--- src/rtl/descriptor_normalize_pkg.sv ---
// Shared SIFT descriptor parameters, FSM encoding and the output saturation helper.
package descriptor_normalize_pkg;

  localparam int DESC_SIZE   = 128;
  localparam int ELEM_BITS   = 13;
  localparam int SUM_BITS    = 20;
  localparam int SCALE_SHIFT = 9;
  localparam int OUT_BITS    = 8;

  localparam int IDX_BITS    = $clog2(DESC_SIZE);
  localparam int NUM_BITS    = ELEM_BITS + SCALE_SHIFT;
  // elem <= sum bounds the quotient to 2^SCALE_SHIFT, so one extra bit suffices
  localparam int QUOT_BITS   = SCALE_SHIFT + 1;

  typedef enum logic [1:0] {
    ST_IDLE     = 2'd0,
    ST_WAIT_SUM = 2'd1,
    ST_DIV      = 2'd2,
    ST_OUT      = 2'd3
  } state_t;

  // Clamp a quotient to the largest value representable in OUT_BITS
  function automatic logic [OUT_BITS-1:0] saturate_q(input logic [QUOT_BITS-1:0] q);
    if (q > QUOT_BITS'((1 << OUT_BITS) - 1)) begin
      return '1;
    end
    return q[OUT_BITS-1:0];
  endfunction

endpackage

--- src/rtl/descriptor_normalize_seq_udiv.sv ---
// Unsigned restoring divider, one quotient bit per cycle.
// Timing: istart cycle loads, Q_W iterate cycles, then one cycle with odone=1
// while oquot holds the result. The caller guarantees inum >> Q_W < iden so
// the quotient fits in Q_W bits; the partial remainder starts from those
// upper numerator bits and the low Q_W bits are shifted in one per step.
module seq_udiv #(
  parameter int NUM_W = 22,
  parameter int DEN_W = 20,
  parameter int Q_W   = 10
) (
  input  logic             iclk,
  input  logic             ireset,
  input  logic             istart,
  input  logic [NUM_W-1:0] inum,
  input  logic [DEN_W-1:0] iden,
  output logic             obusy,
  output logic             odone,
  output logic [Q_W-1:0]   oquot
);

  localparam int CNT_W = $clog2(Q_W + 1);

  logic [DEN_W-1:0] r_rem;
  logic [DEN_W-1:0] r_den;
  logic [Q_W-1:0]   r_num_lo;
  logic [Q_W-1:0]   r_quot;
  logic [CNT_W-1:0] r_cnt;
  logic             r_busy;

  logic [DEN_W:0]   w_shifted;
  logic [DEN_W-1:0] w_diff;
  logic             w_ge;

  // Trial subtraction of the divisor from the shifted partial remainder
  assign w_shifted = {r_rem, r_num_lo[Q_W-1]};
  assign w_ge      = (w_shifted >= {1'b0, r_den});
  assign w_diff    = w_shifted[DEN_W-1:0] - r_den;

  assign obusy = r_busy;
  assign odone = r_busy && (r_cnt == CNT_W'(Q_W));
  assign oquot = r_quot;

  // Load on start, iterate Q_W times, then drop busy after the done cycle
  always_ff @(posedge iclk) begin
    if (ireset) begin
      r_rem    <= '0;
      r_den    <= '0;
      r_num_lo <= '0;
      r_quot   <= '0;
      r_cnt    <= '0;
      r_busy   <= 1'b0;
    end else if (istart && !r_busy) begin
      r_rem    <= DEN_W'(inum[NUM_W-1:Q_W]);
      r_num_lo <= inum[Q_W-1:0];
      r_den    <= iden;
      r_quot   <= '0;
      r_cnt    <= '0;
      r_busy   <= 1'b1;
    end else if (r_busy) begin
      if (odone) begin
        r_busy <= 1'b0;
      end else begin
        r_rem    <= w_ge ? w_diff : w_shifted[DEN_W-1:0];
        r_num_lo <= r_num_lo << 1;
        r_quot   <= {r_quot[Q_W-2:0], w_ge};
        r_cnt    <= r_cnt + 1'b1;
      end
    end
  end

endmodule

--- src/rtl/descriptor_normalize.sv ---
// Captures a SIFT descriptor, waits for its L1 sum, then streams each element
// normalised to min(255, (elem << SCALE_SHIFT) / sum) one at a time.
//
// Output handshake: an element transfers on a rising edge where odval=1 and
// iready=1. While odval=1 and iready=0, odata/oidx/olast are held stable.
// Input side: idval is honoured only while oready=1; otherwise it is dropped.
module descriptor_normalize
  import descriptor_normalize_pkg::*;
(
  input  logic                           iclk,
  input  logic                           ireset,
  input  logic                           idval,
  input  logic [DESC_SIZE*ELEM_BITS-1:0] idata,
  input  logic                           isum_dval,
  input  logic [SUM_BITS-1:0]            isum,
  output logic                           oready,
  output logic                           odval,
  output logic [OUT_BITS-1:0]            odata,
  output logic [IDX_BITS-1:0]            oidx,
  output logic                           olast,
  input  logic                           iready,
  output logic [1:0]                     odbg_state
);

  state_t                r_state;
  state_t                w_next_state;

  logic [ELEM_BITS-1:0]  r_vec [DESC_SIZE];
  logic [SUM_BITS-1:0]   r_sum;
  logic [IDX_BITS-1:0]   r_idx;
  logic                  r_ready;
  logic                  r_odval;
  logic [OUT_BITS-1:0]   r_odata;
  logic [IDX_BITS-1:0]   r_oidx;
  logic                  r_olast;

  logic                  w_capture;
  logic                  w_sum_take;
  logic                  w_sum_zero;
  logic                  w_res_valid;
  logic                  w_handshake;
  logic                  w_last_idx;
  logic [ELEM_BITS-1:0]  w_elem;
  logic [NUM_BITS-1:0]   w_num;
  logic                  w_div_start;
  logic                  w_div_busy;
  logic                  w_div_done;
  logic [QUOT_BITS-1:0]  w_div_quot;
  logic [OUT_BITS-1:0]   w_q_sat;

  assign w_capture   = (r_state == ST_IDLE) && idval;
  assign w_sum_take  = (r_state == ST_WAIT_SUM) && isum_dval;
  assign w_sum_zero  = (r_sum == '0);
  // A zero sum bypasses the divider and yields 0 in a single DIV cycle
  assign w_res_valid = (r_state == ST_DIV) && (w_sum_zero || w_div_done);
  assign w_handshake = (r_state == ST_OUT) && iready;
  assign w_last_idx  = (r_idx == IDX_BITS'(DESC_SIZE - 1));

  assign w_elem      = r_vec[r_idx];
  assign w_num       = {w_elem, {SCALE_SHIFT{1'b0}}};
  // First DIV cycle of each element: divider idle, so kick it off
  assign w_div_start = (r_state == ST_DIV) && !w_div_busy && !w_sum_zero;
  assign w_q_sat     = w_sum_zero ? '0 : saturate_q(w_div_quot);

  seq_udiv #(
    .NUM_W (NUM_BITS),
    .DEN_W (SUM_BITS),
    .Q_W   (QUOT_BITS)
  ) u_div (
    .iclk   (iclk),
    .ireset (ireset),
    .istart (w_div_start),
    .inum   (w_num),
    .iden   (r_sum),
    .obusy  (w_div_busy),
    .odone  (w_div_done),
    .oquot  (w_div_quot)
  );

  // State register
  always_ff @(posedge iclk) begin
    if (ireset) begin
      r_state <= ST_IDLE;
    end else begin
      r_state <= w_next_state;
    end
  end

  // Next-state logic
  always_comb begin
    w_next_state = r_state;
    case (r_state)
      ST_IDLE:     if (w_capture)   w_next_state = ST_WAIT_SUM;
      ST_WAIT_SUM: if (w_sum_take)  w_next_state = ST_DIV;
      ST_DIV:      if (w_res_valid) w_next_state = ST_OUT;
      ST_OUT:      if (w_handshake) w_next_state = w_last_idx ? ST_IDLE : ST_DIV;
      default:     w_next_state = ST_IDLE;
    endcase
  end

  // Descriptor vector capture; contents are don't-care until the next capture
  always_ff @(posedge iclk) begin
    if (w_capture) begin
      for (int i = 0; i < DESC_SIZE; i++) begin
        r_vec[i] <= idata[i*ELEM_BITS +: ELEM_BITS];
      end
    end
  end

  // Sum, index counter and registered output stage
  always_ff @(posedge iclk) begin
    if (ireset) begin
      r_ready <= 1'b1;
      r_sum   <= '0;
      r_idx   <= '0;
      r_odval <= 1'b0;
      r_odata <= '0;
      r_oidx  <= '0;
      r_olast <= 1'b0;
    end else begin
      if (w_capture) begin
        r_ready <= 1'b0;
      end
      if (w_sum_take) begin
        r_sum <= isum;
        r_idx <= '0;
      end
      if (w_res_valid) begin
        r_odval <= 1'b1;
        r_odata <= w_q_sat;
        r_oidx  <= r_idx;
        r_olast <= w_last_idx;
      end
      if (w_handshake) begin
        r_odval <= 1'b0;
        r_olast <= 1'b0;
        if (w_last_idx) begin
          r_ready <= 1'b1;
        end else begin
          r_idx <= r_idx + 1'b1;
        end
      end
    end
  end

  assign oready     = r_ready;
  assign odval      = r_odval;
  assign odata      = r_odata;
  assign oidx       = r_oidx;
  assign olast      = r_olast;
  assign odbg_state = r_state;

endmodule

--- config.mk ---
export PLATFORM = sky130hd
export DESIGN_NAME = descriptor_normalize
export DESIGN_NICKNAME = d
export VERILOG_FILES = /design/src/rtl/descriptor_normalize_pkg.sv /design/src/rtl/descriptor_normalize_seq_udiv.sv /design/src/rtl/descriptor_normalize.sv
export SDC_FILE = /design/constraint.sdc
export NUM_CORES = 2
export LEC_CHECK = 0
export BUFFER_PORTS_ARGS = -buffer_cell sky130_fd_sc_hd__buf_2
export CAP_MARGIN = 10
export CORE_AREA = 10 10 659 661
export DETAILED_ROUTE_END_ITERATION = 6
export DIE_AREA = 0 0 669 671
export PLACE_DENSITY_LB_ADDON = 0.3
export SYNTH_ARGS = -nofsm -noshare
export SYNTH_HDL_FRONTEND = slang
export SYNTH_HIERARCHICAL = 1
export SYNTH_SLANG_ARGS = --single-unit
--- constraint.sdc ---
create_clock -name iclk -period 142 [get_ports iclk]
set_input_delay 21.3 -clock iclk [delete_from_list [all_inputs] [get_ports iclk]]
set_output_delay 21.3 -clock iclk [all_outputs]
set_load 0.005 [all_outputs]
==> impl_results.md <==
* Core footprint at about 420000 sq um
* Port bufs at ~1700
* Root Buffer: clkbuf_16
* Layout area overhead at 32.3%
* Rows at between 200 and 250
* Syn avg cell area at roughly 19 sq um
* Netlist cell types at 74
* Initial antenna violation count at 338
* CTS Buffer Depth at 4
* Crit path max fanout at around 140
* Share of layout cells above drive strength 1 at 0.459
* Critical path class: input port to register
* Nets at a little over 7000
* Post-DP HPWL at 285000 microns
* Worst skew pair latency at 0.89 ns
* Leading area contributor after synthesis: edfxtp_1
* Internal reg-to-reg setup slack at roughly 140 ns
* Antenna Nets Post-Route at 0
* Placer's final routability congestion estimate at 0.811
* CTS Hold Bufs at 0
* DRT iter0 DRCs at approximately 3700
* Die width at around 670 microns
* Total track usage at 0.152
* Fin crit period at between 20 and 30 ns
* Initial Util at 0.164
* Final Setup Violations at 0
* Die Area at ~450000 sq um
* Resized Gates After CTS at 0
* RSZ-0062 raised after global routing: false
* CTS sink cnt at between 1500 and 2000
* EDFF count, synth at between 1500 and 2000
* Area contributors post-synth: edfxtp_1 72%, mux4_2 10%, mux2i_1 3.4%
* WP data arrival at between 20 and 30 ns
* Critical path origin: idval
* Final Cell Area at 91800 sq um
* Max Slew Vio Count at 0
* Hold/Removal Path Class: register to register
* Final wirelength at between 300000 and 400000 microns
* Post-Route Setup TNS at 0 ns
* Max VDD drop at roughly 11 uV
* Fmax at around 0.039 GHz
* Setup Slack @ Placement at 115.17 ns
* Seq/Total Area, Yosys at 0.753
* LEAKAGE at 0.0316 uW
* Post-synth top area share at 0.720
* Endpoints failing hold at 0
* Async SR Flop Fraction at 0
* Largest net degree at the start of global routing at approximately 160
* CTS tree: done
* Reg2reg start: r_idx[1]
* Worst slew pin tran at ~1.4 ns
* Synth Cell Area at roughly 70000 sq um
* DRC at 0
* Post-Place Cell Area at ~85000 sq um
* Crit start category: input port
* CP required at about 140 ns
* Vias at 44200
* Placed Instances at around 11000
* Via-to-Cell Ratio at a little under 4
* Max-slew headroom at 0.0350
* Cells after Synth at between 3000 and 4000
* Post-route insts no fill at about 11000
* Final Total Pwr at 1350 uW
* Crit path to: r_vec[70][10]
* FF-to-FF End: u_div/r_rem[10]
* Worst Skew at 0.0835 ns
* H-tree Lvls at 4
* Pwr Density at roughly 15 nW/um^2
* Setup Buffers After CTS at 0
* CTS Buf Count at 205
* Top_reg_cell synth: edfxtp_1
* First-pass GRT wire length at ~450000 microns
* Total grt overflow at 0
* MaxCap Viol Count at 0
* Vias in the first global route at ~46000
* IO Pins at about 1700
* Clk slew on worst S/H paths at roughly 0.060 ns
* Period utilization at 0.183
* Synth Register Bits at between 1500 and 2000
* Die H at between 600 and 700 microns
* Final setup margin at between 100 and 150 ns
* Drt first pass iters at 5
* WL per Instance at between 30 and 40 microns
* Setup crit end kind: register
* Synth warn at 6
* Worst R2R Path Depth at 12
* Run status: completed
==> registers in the layout, summed over array words and instances (netlist names), 2 cells and up <==
name and cells:
oidx 7, odbg_state 2, r_idx 7, u_div/r_den 20, odata 8, u_div/r_num_lo 10
r_sum 20, u_div/r_rem 20, u_div/oquot 10, u_div/r_cnt 4, r_vec 1664
==> cell usage in the layout (no fill, tap or decap), drive strengths merged, types with 11 or more instances in the layout <==
cell      synthesis  routed
diode             0      84
nor2             52      52
nand2           171     171
a211oi           41      41
bufinv            0      17
ha               23      23
clkinvlp          0      13
nor2b            20      20
a21oi           144     144
mux2i           233     233
mux4            317     317
a211o            12      12
mux2             34      34
clkinv            0      86
a2111oi          19      19
nor3             23      23
clkbuf           85     244
a21o             16      16
and3             15      15
inv              32      48
nand3            44      44
edfxtp         1664    1664
nor4             11      11
a22o             21      21
o21ai            54      54
buf             127    1845
a31oi            17      17
dfxtp           112     112
a22oi            65      65
o221ai           33      33
o22ai            42      42
==> critical path, stage by stage <==
cell and delay, ns:
buf_2 0.08, inv_1 0.06, nor3_2 0.17, buf_4 0.75
buf_12 0.51, buf_4 0.72, buf_12 0.52, buf_4 0.88
buf_4 0.79
==> through the flow <==
step | utilization | hold slack, ns
5_1_grt | 0.217 | 0.479
3_3_place_gp | 0.202 | 0.442
6_report | 0.218 | 0.457
2_1_floorplan | - | 0.432
3_5_place_dp | 0.202 | 0.449
4_1_cts | 0.217 | 0.457
==> how the worst min path moves through the flow <==
stage / depth (start not counted) / slack, ns / endpoint / startpoint
final: 2 / 0.46 / u_div/r_num_lo[2] / u_div/r_num_lo[2]
after global routing: 2 / 0.48 / u_div/r_den[3] / u_div/r_den[3]
after CTS: 2 / 0.46 / u_div/r_num_lo[2] / u_div/r_num_lo[2]
after detailed placement: 2 / 0.45 / u_div/r_num_lo[2] / u_div/r_num_lo[2]
after global placement: 2 / 0.44 / u_div/r_num_lo[4] / u_div/r_num_lo[4]
after floorplan: 2 / 0.43 / u_div/oquot[9] / u_div/oquot[9]
==> where the power goes <==
group	internal [uW]	leakage, uW	switching [uW]
clock	299	0.00317	227
combinational	52.7	0.0116	96.8
sequential	654	0.0168	20.0
==> layout make-up <==
cell class | instances | area [sq um]
clock inverters | 132 | 1240
inverters | 32 | 121
diodes | 84 | 210
flip-flops and latches | 1776 | 52200
repair buffers | 1845 | 9690
well taps | 5543 | 6940
clock buffers | 244 | 5310
multi-input cells | 1550 | 16000
fillers | 44500 | 330000
==> kinds of logic (layout without fill, tap and decap cells) <==
| logic type | count (synthesis) | in the layout | share of synthesized area |
|---|---|---|---|
| AO/OA/AOI/OAI | 528 | 528 | 0.0522 |
| flip-flops | 1776 | 1776 | 0.753 |
| other | 1 | 93 | 0.0000541 |
| multiplexers | 584 | 584 | 0.142 |
| AND/OR/NAND/NOR | 385 | 385 | 0.0259 |
| XOR/XNOR | 20 | 20 | 0.00253 |
| buffers and inverters | 244 | 2253 | 0.0200 |
| adder cells (fa/ha/maj) | 24 | 24 | 0.00444 |
==> Yosys cell counts (all sizes together) (4+ instances only) <==
library cell and number:
and2 5, ha 23, nor2b 20, a22oi 65, or4 5, nand3b 9, o22ai 42, a41oi 6
or2 8, xor2 10, o21ai 54, a311oi 5, nand2b 10, o2111ai 6, o221ai 33, a211o 12
a221oi 6, nand2 171, o32a 6, and3 15, clkbuf 85, xnor2 10, o22a 4, nand3 44
dfxtp 112, nor4 11, o211ai 6, a21oi 144, inv 32, edfxtp 1664, buf 127, a21o 16
mux2i 233, mux4 317, a211oi 41, mux2 34, a31oi 17, a2111oi 19, nor3 23, nand4 8
a22o 21, nor2 52
==> per-layer routing <==
| metal | GRT usage | up-vias | share of wire | wire length (microns) |
|---|---|---|---|---|
| met4 | 0.0284 | 96 | 0.023 | 8260 |
| met5 | 0 | - | 0.0017 | 609 |
| li1 | - | 18500 | - | - |
| met3 | 0.0359 | 717 | 0.071 | 25200 |
| met1 | 0.186 | 22600 | 0.40 | 143000 |
| met2 | 0.271 | 2202 | 0.51 | 181000 |
No activity file was read; power rests on OpenSTA's default activity.
